==> config.mk <==
export PLATFORM = sky130hd
export DESIGN_NAME = int_dispatch
export DESIGN_NICKNAME = d
export VERILOG_FILES = /design/src/rtl/int_dispatch.sv
export SDC_FILE = /design/constraint.sdc
export NUM_CORES = 1
export LEC_CHECK = 0
export CORE_MARGIN = 4
export CORE_UTILIZATION = 37
export DETAILED_ROUTE_END_ITERATION = 7
export HOLD_SLACK_MARGIN = 0.15
export PLACE_DENSITY = 0.63
export SYNTH_ARGS = -nofsm -noshare
export SYNTH_HDL_FRONTEND = slang
export SYNTH_SLANG_ARGS = --single-unit
==> constraint.sdc <==
create_clock -name clk -period 10.1 [get_ports clk]
set_input_delay 2.02 -clock clk [delete_from_list [all_inputs] [get_ports clk]]
set_output_delay 2.02 -clock clk [all_outputs]
set_load 0.05 [all_outputs]
==> src/rtl/int_dispatch.sv <==
// int_dispatch: integer issue/dispatch stage feeding the integer reservation station.
// Renames sources through a register status table, resolves operands from the
// register file / ROB / CDB, allocates the destination ROB tag and emits a
// registered packet with a one-cycle rs_dest strobe.
// Ports:
//   clk, reset (sync, active-low)
//   dec_*          decoded instruction in, dec_ready handshake out
//   rf_raddr*/rf_rdata*   register file read (combinational)
//   rob_full, rob_alloc, rob_alloc_tag   ROB allocation
//   rob_rtag*/rob_rready*/rob_rdata*     ROB value lookup
//   cdb_data       {tag, value}, tag 0 = idle
//   commit_*       ROB retirement
//   rs_is_full, rs_dest, rs_data         reservation station write port
module int_dispatch #(
  parameter int unsigned XLEN  = 32,
  parameter int unsigned TAG_W = 6,
  parameter int unsigned NREG  = 32
) (
  input  logic                      clk,
  input  logic                      reset,
  input  logic                      dec_valid,
  output logic                      dec_ready,
  input  logic [3:0]                dec_aluop,
  input  logic [4:0]                dec_rd,
  input  logic [4:0]                dec_rs1,
  input  logic [4:0]                dec_rs2,
  input  logic                      dec_use_imm,
  input  logic [XLEN-1:0]           dec_imm,
  output logic [4:0]                rf_raddr1,
  output logic [4:0]                rf_raddr2,
  input  logic [XLEN-1:0]           rf_rdata1,
  input  logic [XLEN-1:0]           rf_rdata2,
  input  logic                      rob_full,
  output logic                      rob_alloc,
  input  logic [TAG_W-1:0]          rob_alloc_tag,
  output logic [TAG_W-1:0]          rob_rtag1,
  output logic [TAG_W-1:0]          rob_rtag2,
  input  logic                      rob_rready1,
  input  logic                      rob_rready2,
  input  logic [XLEN-1:0]           rob_rdata1,
  input  logic [XLEN-1:0]           rob_rdata2,
  input  logic [TAG_W+XLEN-1:0]     cdb_data,
  input  logic                      commit_valid,
  input  logic [4:0]                commit_rd,
  input  logic [TAG_W-1:0]          commit_tag,
  input  logic                      rs_is_full,
  output logic                      rs_dest,
  output logic [4+TAG_W+2*XLEN+1:0] rs_data
);

  localparam int unsigned PKT_W = 4 + TAG_W + 2 * XLEN + 2;
  localparam int unsigned V1    = 2 * XLEN + 1;  // valid1 bit
  localparam int unsigned O1    = XLEN + 1;      // operand1 lsb
  localparam int unsigned V2    = XLEN;          // valid2 bit

  logic [NREG-1:0]  busy_q, busy_d;
  logic [TAG_W-1:0] tag_q [NREG];
  logic [TAG_W-1:0] tag_d [NREG];
  logic             rs_dest_q, rs_dest_d;
  logic [PKT_W-1:0] pkt_q, pkt_d;

  logic             accept;
  logic [TAG_W-1:0] cdb_tag;
  logic [XLEN-1:0]  cdb_val;
  logic [XLEN:0]    src1, src2, op2;

  assign cdb_tag = cdb_data[TAG_W+XLEN-1:XLEN];
  assign cdb_val = cdb_data[XLEN-1:0];

  // rs_dest_q in the term keeps a bubble after every send: rs_is_full lags
  // a send by two cycles, so this is what prevents overrunning the station.
  assign dec_ready = reset && !rs_is_full && !rob_full && !rs_dest_q;
  assign accept    = dec_valid && dec_ready;
  assign rob_alloc = accept;
  assign rf_raddr1 = dec_rs1;
  assign rf_raddr2 = dec_rs2;
  assign rob_rtag1 = tag_q[dec_rs1];
  assign rob_rtag2 = tag_q[dec_rs2];
  assign rs_dest   = rs_dest_q;

  // Returns {valid, value}; unresolved operands carry the producer tag.
  function automatic logic [XLEN:0] resolve(
    input logic [4:0]       rs,
    input logic             busy,
    input logic [TAG_W-1:0] tag,
    input logic [XLEN-1:0]  rf,
    input logic             rrdy,
    input logic [XLEN-1:0]  rdata,
    input logic [TAG_W-1:0] ctag,
    input logic [XLEN-1:0]  cval
  );
    if (rs == 5'd0)                        return {1'b1, XLEN'(0)};
    else if (!busy)                        return {1'b1, rf};
    else if (ctag != '0 && ctag == tag)    return {1'b1, cval};
    else if (rrdy)                         return {1'b1, rdata};
    else                                   return {1'b0, XLEN'(tag)};
  endfunction

  always_comb begin
    src1 = resolve(dec_rs1, busy_q[dec_rs1], tag_q[dec_rs1], rf_rdata1,
                   rob_rready1, rob_rdata1, cdb_tag, cdb_val);
    src2 = resolve(dec_rs2, busy_q[dec_rs2], tag_q[dec_rs2], rf_rdata2,
                   rob_rready2, rob_rdata2, cdb_tag, cdb_val);
    op2  = dec_use_imm ? {1'b1, dec_imm} : src2;
  end

  always_comb begin
    busy_d    = busy_q;
    tag_d     = tag_q;
    pkt_d     = pkt_q;
    rs_dest_d = accept;
    // Commit only releases a register still owned by the retiring tag.
    if (commit_valid && busy_q[commit_rd] && tag_q[commit_rd] == commit_tag)
      busy_d[commit_rd] = 1'b0;
    // Applied after commit so a same-cycle accept to the same rd wins.
    if (accept) begin
      pkt_d = {dec_aluop, rob_alloc_tag, src1, op2};
      if (dec_rd != 5'd0) begin
        busy_d[dec_rd] = 1'b1;
        tag_d[dec_rd]  = rob_alloc_tag;
      end
    end
  end

  always_ff @(posedge clk) begin
    if (!reset) begin
      busy_q    <= '0;
      rs_dest_q <= 1'b0;
      pkt_q     <= '0;
      for (int unsigned i = 0; i < NREG; i++) tag_q[i] <= '0;
    end else begin
      busy_q    <= busy_d;
      tag_q     <= tag_d;
      rs_dest_q <= rs_dest_d;
      pkt_q     <= pkt_d;
    end
  end

  // Late CDB broadcast during the write cycle is folded into the packet so
  // the station cannot miss it; the held packet is left untouched otherwise.
  always_comb begin
    rs_data = pkt_q;
    if (rs_dest_q && cdb_tag != '0) begin
      if (!pkt_q[V1] && pkt_q[O1 +: TAG_W] == cdb_tag) begin
        rs_data[V1]          = 1'b1;
        rs_data[O1 +: XLEN]  = cdb_val;
      end
      if (!pkt_q[V2] && pkt_q[TAG_W-1:0] == cdb_tag) begin
        rs_data[V2]          = 1'b1;
        rs_data[XLEN-1:0]    = cdb_val;
      end
    end
  end

endmodule

==> metrics.yaml, run 1 <==
drtIter0Drc: 2388
synth_most_common_cell: "nand2_1"
postCtsSetupRepairBufs: 0
cp.required_ns: 8.08
num_vias: 20170
root_buffer: "clkbuf_16"
ys_types: 81
min_to: "pkt_q[68]"
synth_top_area_share_pct: 29.69
drc: 0
synth_edf_count: 0
path_max_fanout: 25
grtUsageTotal_pct: 29.89
layout.nets: 2653
rows: 85
gp_congestion: 1.048
async_flop_share_pct: 0
clk_latency_ns: 0.58
ys_warn_count: 0
timing.final.crit_share_pct: 76.21
timing.clock.skew_ns: 0.03427
r2r-end: "pkt_q[42]"
synth_ff_type: "dfxtp_1"
setup_viol: 0
synth_seq_area_share_pct: 29.69
cp.arrival_ns: 5.68
fin_tns_setup_ns: 0
h-tree-depth: 2
syn_to_final_growth_pct: 23.62
min_path_type: "flip-flop to flip-flop"
grt_pass1_wl_um: 134600
rsz0062_at_grt: "no"
core_area_um2: 54030
clockBufferDepth: 3
dp_hpwl_um: 65780
drv_slew: 0
syn_area_um2: 20300
vdd_drop_max_mv: 0.09928
netlist_top_cells_count: "504 x nand2_1, 301 x dfxtp_1, 200 x a21boi_0"
finalCriticalPeriod_ns: 7.697
numCtsBuffers: 38
synthCells: 2194
cts_resized: 0
yosys_register_bits: 301
worst_setup_path_end_kind: "output port"
die_area_um2: 58670
worstHoldStart: "pkt_q[68]"
ant_nets: 0
whs_path_depth: 2
timing.rr.start: "tag_q[37]"
timing.slew.headroom_pct: 20.55
r2r_cells: 8
syn_nets: 2437
dr.pass1.iters: 6
io_pins: 344
die_h_um: 242.2
first_global_vias: 19590
tritoncts: "done"
yosys.area.top_type: "dfxtp_1"
drive_gt1_share_pct: 17.10
p_per_area_nw_per_um2: 122.9
avgSynthCellArea_um2: 9.251
grt_max_degree: 112
outcome: "finished clean"
portBuffers: 343
finalPower_w: 0.003083
fmax_mhz: 129.9
path_clk_slew_ns: 0.06
clkSinkCount: 301
crit_type: "input port to output port"
drv_cap: 0
wl_um: 91740
via_per_inst: 6.433
die_w_um: 242.2
wl_per_cell_um: 29.26
antenna_found_initial: 5
hold_viol_final: 0
overflow: 0
cts_hold_buffers: 0
worstMarginPinSlew_ns: 1.187
p_leak_nw: 8.177
ff2ff_setup_slack_ns: 6.17
start_kind: "input port"
synthTopCellsByArea: "dfxtp_1 30%, mux4_2 14%, nand2_1 9.3%"
initial_core_util_pct: 37.57
area by class of cell:
type | count | area [um^2]
tap | 696 | 870.8
antenna | 6 | 15.01
sequential | 301 | 6026
inverter | 20 | 75.07
clock buffer | 52 | 1095
clock inverter | 11 | 136.4
timing repair buffer | 390 | 3765
multi-input combinational | 1659 | 13110
fill | 5084 | 28940
layer usage:
layer | GRT usage (%) | vias up | wire length [um] | share of wire [%]
met5 | 0 | - | 13 | 0.014
met4 | 11.59 | 2 | 4270 | 4.7
met3 | 8.733 | 246 | 10710 | 12
met2 | 48.88 | 1405 | 42200 | 46
met1 | 37.34 | 9910 | 34540 | 38
li1 | - | 8606 | - | -
flip-flops by register name, indices dropped and copies added (netlist names):
name	cells
tag_q	192
busy_q	32
pkt_q	76
rs_dest	1
where the power goes:
group | internal, W | switching (W)
logic | 0.000201 | 0.000286
clock network | 0.000810 | 0.000578
registers | 0.00120 | 0.00000889
total | 0.00221 | 0.000873
worst max-delay path, stage by stage:
cell and delay (ns):
buf_2 0.58, buf_4 0.47, or3b_2 0.58, o221ai_1 0.22
and4b_1 0.23, a311oi_2 0.54, clkdlybuf4s50_1 1.00
placed cells by master, fill, tap and decap left out, drive strengths merged, types with 7 or more instances in the layout:
cell type,instances
a2111oi,27
a211oi,27
a21boi,200
a22oi,74
and2,13
and3,11
buf,56
clkbuf,52
clkdlybuf4s50,334
clkinv,9
dfxtp,301
inv,19
mux2,90
mux2i,89
mux4,140
nand2,505
nand3,46
nand4,17
nor2,71
nor2b,31
nor3,41
nor3b,11
o2111ai,27
o211ai,41
o21a,26
o21ai,22
o221a,33
o22ai,9
o31ai,7
or3,7
xnor2,16
logic make-up (layout without fill, tap and decap cells):
family          Yosys count  in the layout  share of synthesized area (%)
buf+inv                 234            473                          5.906
xor+xnor                 21             21                         0.9061
mux                     319            319                          25.11
other cells               0              6                              0
flops                   301            301                          29.69
compound gates          532            532                          21.29
simple gates            787            787                          17.09
through the flow:
stage / util [%] / instance area [um^2] / std cells / hold WS, ns / worst slack, ns
2_1_floorplan: - / 20300 / 2194 / 0.4438 / 2.099
3_3_place_gp: 44.13 / 23840 / 3066 / 0.4514 / 2.483
3_5_place_dp: 44.13 / 23840 / 3066 / 0.4589 / 2.423
4_1_cts: 46.41 / 25080 / 3129 / 0.4676 / 2.408
5_1_grt: 46.42 / 25080 / 3131 / 0.4906 / 2.358
6_report: 46.44 / 25090 / 3135 / 0.4646 / 2.403
worst max path at each step:
stage / start / endpoint / slack, ns
floorplan: reset / rob_alloc / 2.10
global placement: dec_rs1[1] / rob_rtag1[4] / 2.48
detailed placement: dec_rs1[1] / rob_rtag1[4] / 2.42
CTS: dec_rs1[1] / rob_rtag1[4] / 2.41
global route: dec_rs1[1] / rob_rtag1[4] / 2.36
finish: dec_rs1[1] / rob_rtag1[4] / 2.40
No activity file was read; power rests on OpenSTA's default activity.
==> inputs of run 2 (changes only) <==
- PLACE_DENSITY: 0.63 -> 0.65
- clock period: 10.1 -> 6.6 ns (I/O delays scaled with it)
==> metrics.yaml, run 2 (same netlist as run 1, synthesis figures left out) <==
p_leak_nw: 8.303  # was 8.177 nW
drv_cap: 0  # unchanged
ff2ff_setup_slack_ns: 3.01  # was 6.17 ns
setup_viol: 0  # unchanged
wl_um: 94890  # was 91740 um
timing.clock.skew_ns: 0.03089  # was 0.03427 ns
grt_max_degree: 108  # was 112
clk_latency_ns: 0.57  # was 0.58 ns
root_buffer: "clkbuf_16"  # unchanged
regArea_um2: 6026  # unchanged
final_cell_mix: "503 x nand2_1, 301 x dfxtp_1, 301 x clkdlybuf4s50_1, 199 x a21boi_0, 129 x mux4_2"  # was 503 x nand2_1, 334 x clkdlybuf4s50_1, 301 x dfxtp_1, 199 x a21boi_0, 129 x mux4_2
ant_nets: 0  # unchanged
rows: 85  # unchanged
cts_resized: 0  # unchanged
syn_to_final_growth_pct: 23.56  # was 23.62%
layout.cells.most_common: "nand2_1"  # unchanged
timing.final.crit_share_pct: 89.68
tritoncts: "done"  # unchanged
die_h_um: 242.2  # unchanged
worstMarginPinSlew_ns: 1.145  # was 1.187 ns
outcome: "finished clean"  # unchanged
numCtsBuffers: 37  # was 38
postCtsSetupRepairBufs: 0  # unchanged
wl_per_cell_um: 30.15  # was 29.26 um
overflow: 0  # unchanged
clkSinkCount: 301  # unchanged
timing.slew.headroom_pct: 23.37  # was 20.55%
drtIter0Drc: 2125  # was 2388
path_clk_slew_ns: 0.05  # was 0.06 ns
min_to: "pkt_q[73]"  # was pkt_q[68]
fin_tns_setup_ns: 0  # unchanged
worst_setup_path_end_kind: "output port"  # unchanged
regMostFlops: "tag_q"  # unchanged
drv_slew: 0  # unchanged
timing.rr.start: "tag_q[79]"  # was tag_q[37]
dr.pass1.iters: 5  # was 6
die_w_um: 242.2  # unchanged
dpl_cell_area_um2: 23920  # was 23840 um^2
cp.required_ns: 5.28  # was 8.08 ns
min_path_type: "flip-flop to flip-flop"  # unchanged
h-tree-depth: 2  # unchanged
io_pins: 344  # unchanged
grtUsageTotal_pct: 31.09  # was 29.89%
finalCriticalPeriod_ns: 5.919
start_kind: "input port"  # unchanged
portBuffers: 343  # unchanged
r2r-end: "busy_q[23]"  # was pkt_q[42]
whs_path_depth: 2  # unchanged
largest_reg_flops: 192  # unchanged
fillers: 5116  # was 5084
core_area_um2: 54030  # unchanged
top_regs: "tag_q x192, pkt_q x76, busy_q x32"  # unchanged
clockBufferDepth: 3  # unchanged
cts_hold_buffers: 0  # unchanged
num_vias: 20080  # was 20170
path_max_fanout: 23  # was 25
multi_input_area_um2: 13110  # about the same
hold-worst-slack_ns: 0.4673  # was 0.4646 ns
initial_core_util_pct: 37.57  # unchanged
cp.arrival_ns: 4.60  # was 5.68 ns
first_global_vias: 19480  # was 19590
via_per_inst: 6.380  # was 6.433
drc: 0  # unchanged
hold_viol_final: 0  # unchanged
crit_type: "input port to output port"  # unchanged
fmax_mhz: 168.9
p_per_area_nw_per_um2: 184.3  # was 122.9 nW/um^2
die_area_um2: 58670  # unchanged
drive_gt1_share_pct: 19.02  # was 17.10%
antenna_found_initial: 4  # was 5
r2r_cells: 7  # was 8
worstHoldStart: "pkt_q[73]"  # was pkt_q[68]
dp_hpwl_um: 69980  # was 65780 um
gp_congestion: 1.003  # was 1.048
grt_pass1_wl_um: 138000  # was 134600 um
layout.nets: 2672  # was 2653
rsz0062_at_grt: "no"  # unchanged
vdd_drop_max_mv: 0.1629  # was 0.09928 mV
final_cell_area_um2: 25080  # was 25090 um^2
[run 2: worst max path at each step]
| stage | startpoint | endpoint |
|---|---|---|
| after CTS | cdb_data[35] | rs_data[0] |
| after global routing | cdb_data[35] | rs_data[6] |
| after detailed placement | cdb_data[35] | rs_data[0] |
| after floorplan | reset | rob_alloc |
| after global placement | cdb_data[35] | rs_data[4] |
| final | cdb_data[35] | rs_data[0] |
[run 2: layout make-up]
| cell class | count | share of cell area [%] |
|---|---|---|
| Antenna cell | 1 | 0.009978 |
| Tap cell | 696 | 3.472 |
| Sequential cell | 301 | 24.03 |
| Multi-Input combinational cell | 1659 | 52.29 |
| Inverter | 20 | 0.2993 |
| Timing Repair Buffer | 410 | 15.29 |
| Clock inverter | 8 | 0.2844 |
| Clock buffer | 52 | 4.325 |
[run 2: power breakdown]
group	internal (W)	switching [W]	leakage (nW)	total, W
registers	0.00183	0.0000183	2.43	0.00185
clock network	0.00118	0.000843	0.570	0.00202
logic	0.000310	0.000439	5.30	0.000749
[run 2: routing by layer]
metal,GRT usage [%],share of wire (%),vias up
li1,-,-,8641
met1,38.82,38,9850
met2,50.13,45,1303
met3,7.205,10,278
met4,16.49,6.5,6
met5,0,0.038,-
[run 2: stage by stage]
step	std cells	utilization (%)	setup slack [ns]	total power [W]
2_1_floorplan	2194	-	0.8494	0.002295
3_3_place_gp	3086	44.28	0.8048	0.002625
3_5_place_dp	3086	44.28	0.6824	0.002629
4_1_cts	3146	46.42	0.6754	0.004640
5_1_grt	3147	46.42	0.5778	0.004748
6_report	3147	46.42	0.6810	0.004622
[run 2: worst max-delay path: stages]
cell	delay [ns]
clkdlybuf4s50_1	0.65
or4_1	0.60
nor3_1	0.30
nand2b_1	0.28
nor4_2	0.08
buf_4	0.26
mux2_2	0.27
clkdlybuf4s50_1	0.81
==> inputs of run 3 (changes only) <==
- CORE_MARGIN: 4 -> 3
- CTS_BUF_LIST: default -> sky130_fd_sc_hd__clkbuf_16
- TNS_END_PERCENT: default -> 50
==> metrics.yaml, run 3 (same netlist as run 1, synthesis figures left out) <==
hold_viol_final: 0  # unchanged
clock_power_share_pct: 45.6  # was 43.7%
p_per_area_nw_per_um2: 190.0  # was 184.3 nW/um^2
num_vias: 20350  # was 20080
cts_resized: 0  # unchanged
clkSinkCount: 301  # unchanged
numCtsBuffers: 37  # unchanged
rows: 85  # unchanged
min_path_type: "flip-flop to flip-flop"  # unchanged
wl_um: 96950  # was 94890 um
regMostFlops: "tag_q"  # unchanged
die_w_um: 240.2  # was 242.2 um
dp_hpwl_um: 70620  # was 69980 um
core_area_um2: 54030  # unchanged
first_global_vias: 19590  # was 19480
die_area_um2: 57700  # was 58670 um^2
die_h_um: 240.2  # was 242.2 um
grtUsageTotal_pct: 32.50  # was 31.09%
final_util_pct: 46.83  # was 46.42%
clk_latency_ns: 0.57  # about the same
wl_per_cell_um: 30.62  # was 30.15 um
syn_to_final_growth_pct: 24.65  # was 23.56%
layout.cells.most_common: "nand2_1"  # unchanged
ant_nets: 0  # unchanged
p_comb_share_pct: 15.9  # was 16.2%
final_cells: 3166  # was 3147
cp.arrival_ns: 4.78  # was 4.60 ns
root_buffer: "clkbuf_16"  # unchanged
drv_slew: 0  # unchanged
setup_viol: 0  # unchanged
cts_hold_buffers: 0  # unchanged
start_kind: "input port"  # unchanged
path_max_fanout: 31  # was 23
dpl_cell_area_um2: 24010  # was 23920 um^2
dr.pass1.iters: 6  # was 5
top_regs: "tag_q x192, pkt_q x76, busy_q x32"  # unchanged
antenna_found_initial: 13  # was 4
timing.slew.headroom_pct: 16.71  # was 23.37%
postCtsSetupRepairBufs: 0  # unchanged
drv_cap: 0  # unchanged
ff2ff_setup_slack_ns: 2.98  # was 3.01 ns
grt_pass1_wl_um: 138300  # was 138000 um
layout.nets: 2677  # was 2672
intPower_w: 0.003458  # was 0.003322 W
io_pins: 344  # unchanged
h-tree-depth: 2  # unchanged
initial_core_util_pct: 37.57  # unchanged
finalCriticalPeriod_ns: 6.103  # was 5.919 ns
drive_gt1_share_pct: 19.46  # was 19.02%
cp.required_ns: 5.28  # about the same
worst_setup_path_end_kind: "output port"  # unchanged
final_cell_mix: "503 x nand2_1, 301 x dfxtp_1, 299 x clkdlybuf4s50_1, 199 x a21boi_0, 129 x mux4_2"  # was 503 x nand2_1, 301 x dfxtp_1, 301 x clkdlybuf4s50_1, 199 x a21boi_0, 129 x mux4_2
power_switching_w: 0.001349  # was 0.001300 W
vdd_drop_max_mv: 0.1627  # was 0.1629 mV
timing.final.crit_share_pct: 92.46  # was 89.68%
fillers: 5066  # was 5116
sw_frac_of_total_pct: 28.06  # was 28.12%
path_clk_slew_ns: 0.06  # was 0.05 ns
timing.clock.skew_ns: 0.03198  # was 0.03089 ns
fmax_mhz: 163.9  # was 168.9 MHz
gp_congestion: 1.035  # was 1.003
drtIter0Drc: 2352  # was 2125
worstMarginPinSlew_ns: 1.245  # was 1.145 ns
via_per_inst: 6.429  # was 6.380
p_seq_share_pct: 38.5  # was 40.1%
crit_type: "input port to output port"  # unchanged
grt_max_degree: 98  # was 108
final_cell_area_um2: 25300  # was 25080 um^2
clockBufferDepth: 3  # unchanged
fin_tns_setup_ns: 0  # unchanged
tritoncts: "done"  # unchanged
dpl.cell_count: 3091  # was 3086
portBuffers: 343  # unchanged
largest_reg_flops: 192  # unchanged
rsz0062_at_grt: "no"  # unchanged
drc: 0  # unchanged
p_leak_nw: 8.421  # was 8.303 nW
overflow: 0  # unchanged
outcome: "finished clean"  # unchanged
-- run 3: path summary, 6_finish.rpt --
| kind | startpoint | endpoint | cells after the start |
|---|---|---|---|
| max | dec_rs1[0] | rob_rtag1[2] | 6 |
| min | pkt_q[71] | pkt_q[71] | 2 |
| min reg2reg | pkt_q[71] | pkt_q[71] | 2 |
| max reg2reg | tag_q[77] | busy_q[6] | 7 |
-- run 3: power by group through the flow --
| stage | Sequential, W | Combinational, W | Clock (W) |
|---|---|---|---|
| 3_3_place_gp | 0.00189 | 0.000744 | 0 |
| 2_1_floorplan | 0.00188 | 0.000413 | 0 |
| 5_1_grt | 0.00185 | 0.000793 | 0.00228 |
| 3_5_place_dp | 0.00189 | 0.000748 | 0 |
| 4_1_cts | 0.00185 | 0.000752 | 0.00220 |
| 6_report | 0.00185 | 0.000763 | 0.00219 |
-- run 3: final cells by class --
| type | count | area (um^2) | area share, % |
|---|---|---|---|
| Clock buffer | 39 | 975.9 | 3.858 |
| Multi-Input combinational cell | 1659 | 13120 | 51.85 |
| Timing Repair Buffer | 415 | 3918 | 15.48 |
| Tap cell | 696 | 870.8 | 3.442 |
| Sequential cell | 301 | 6026 | 23.82 |
| Inverter | 20 | 75.07 | 0.2967 |
| Antenna cell | 8 | 20.02 | 0.07913 |
| Clock inverter | 28 | 295.3 | 1.167 |
-- run 3: worst max-delay path, stage by stage --
cell and delay (ns):
buf_2 0.66, mux4_2 0.62, and3_1 0.20, nor4_1 0.86, nor2_1 0.30, clkdlybuf4s50_1 0.79
-- run 3: through the flow --
| stage | worst slack, ns | hold WS (ns) | total power [W] |
|---|---|---|---|
| floorplan | 0.8494 | 0.4438 | 0.002295 |
| global placement | 0.6433 | 0.4549 | 0.002635 |
| detailed placement | 0.5994 | 0.4623 | 0.002640 |
| CTS | 0.5990 | 0.4698 | 0.004804 |
| global route | 0.4847 | 0.4795 | 0.004920 |
| finish | 0.4973 | 0.4675 | 0.004807 |
-- run 3: layer usage --
layer	share of wire, %	track usage (%)	vias to the layer above
li1	-	-	8669
met1	37	39.96	10010
met2	46	52.58	1359
met3	10	7.467	301
met4	6.5	18.43	12
met5	0.084	0	-
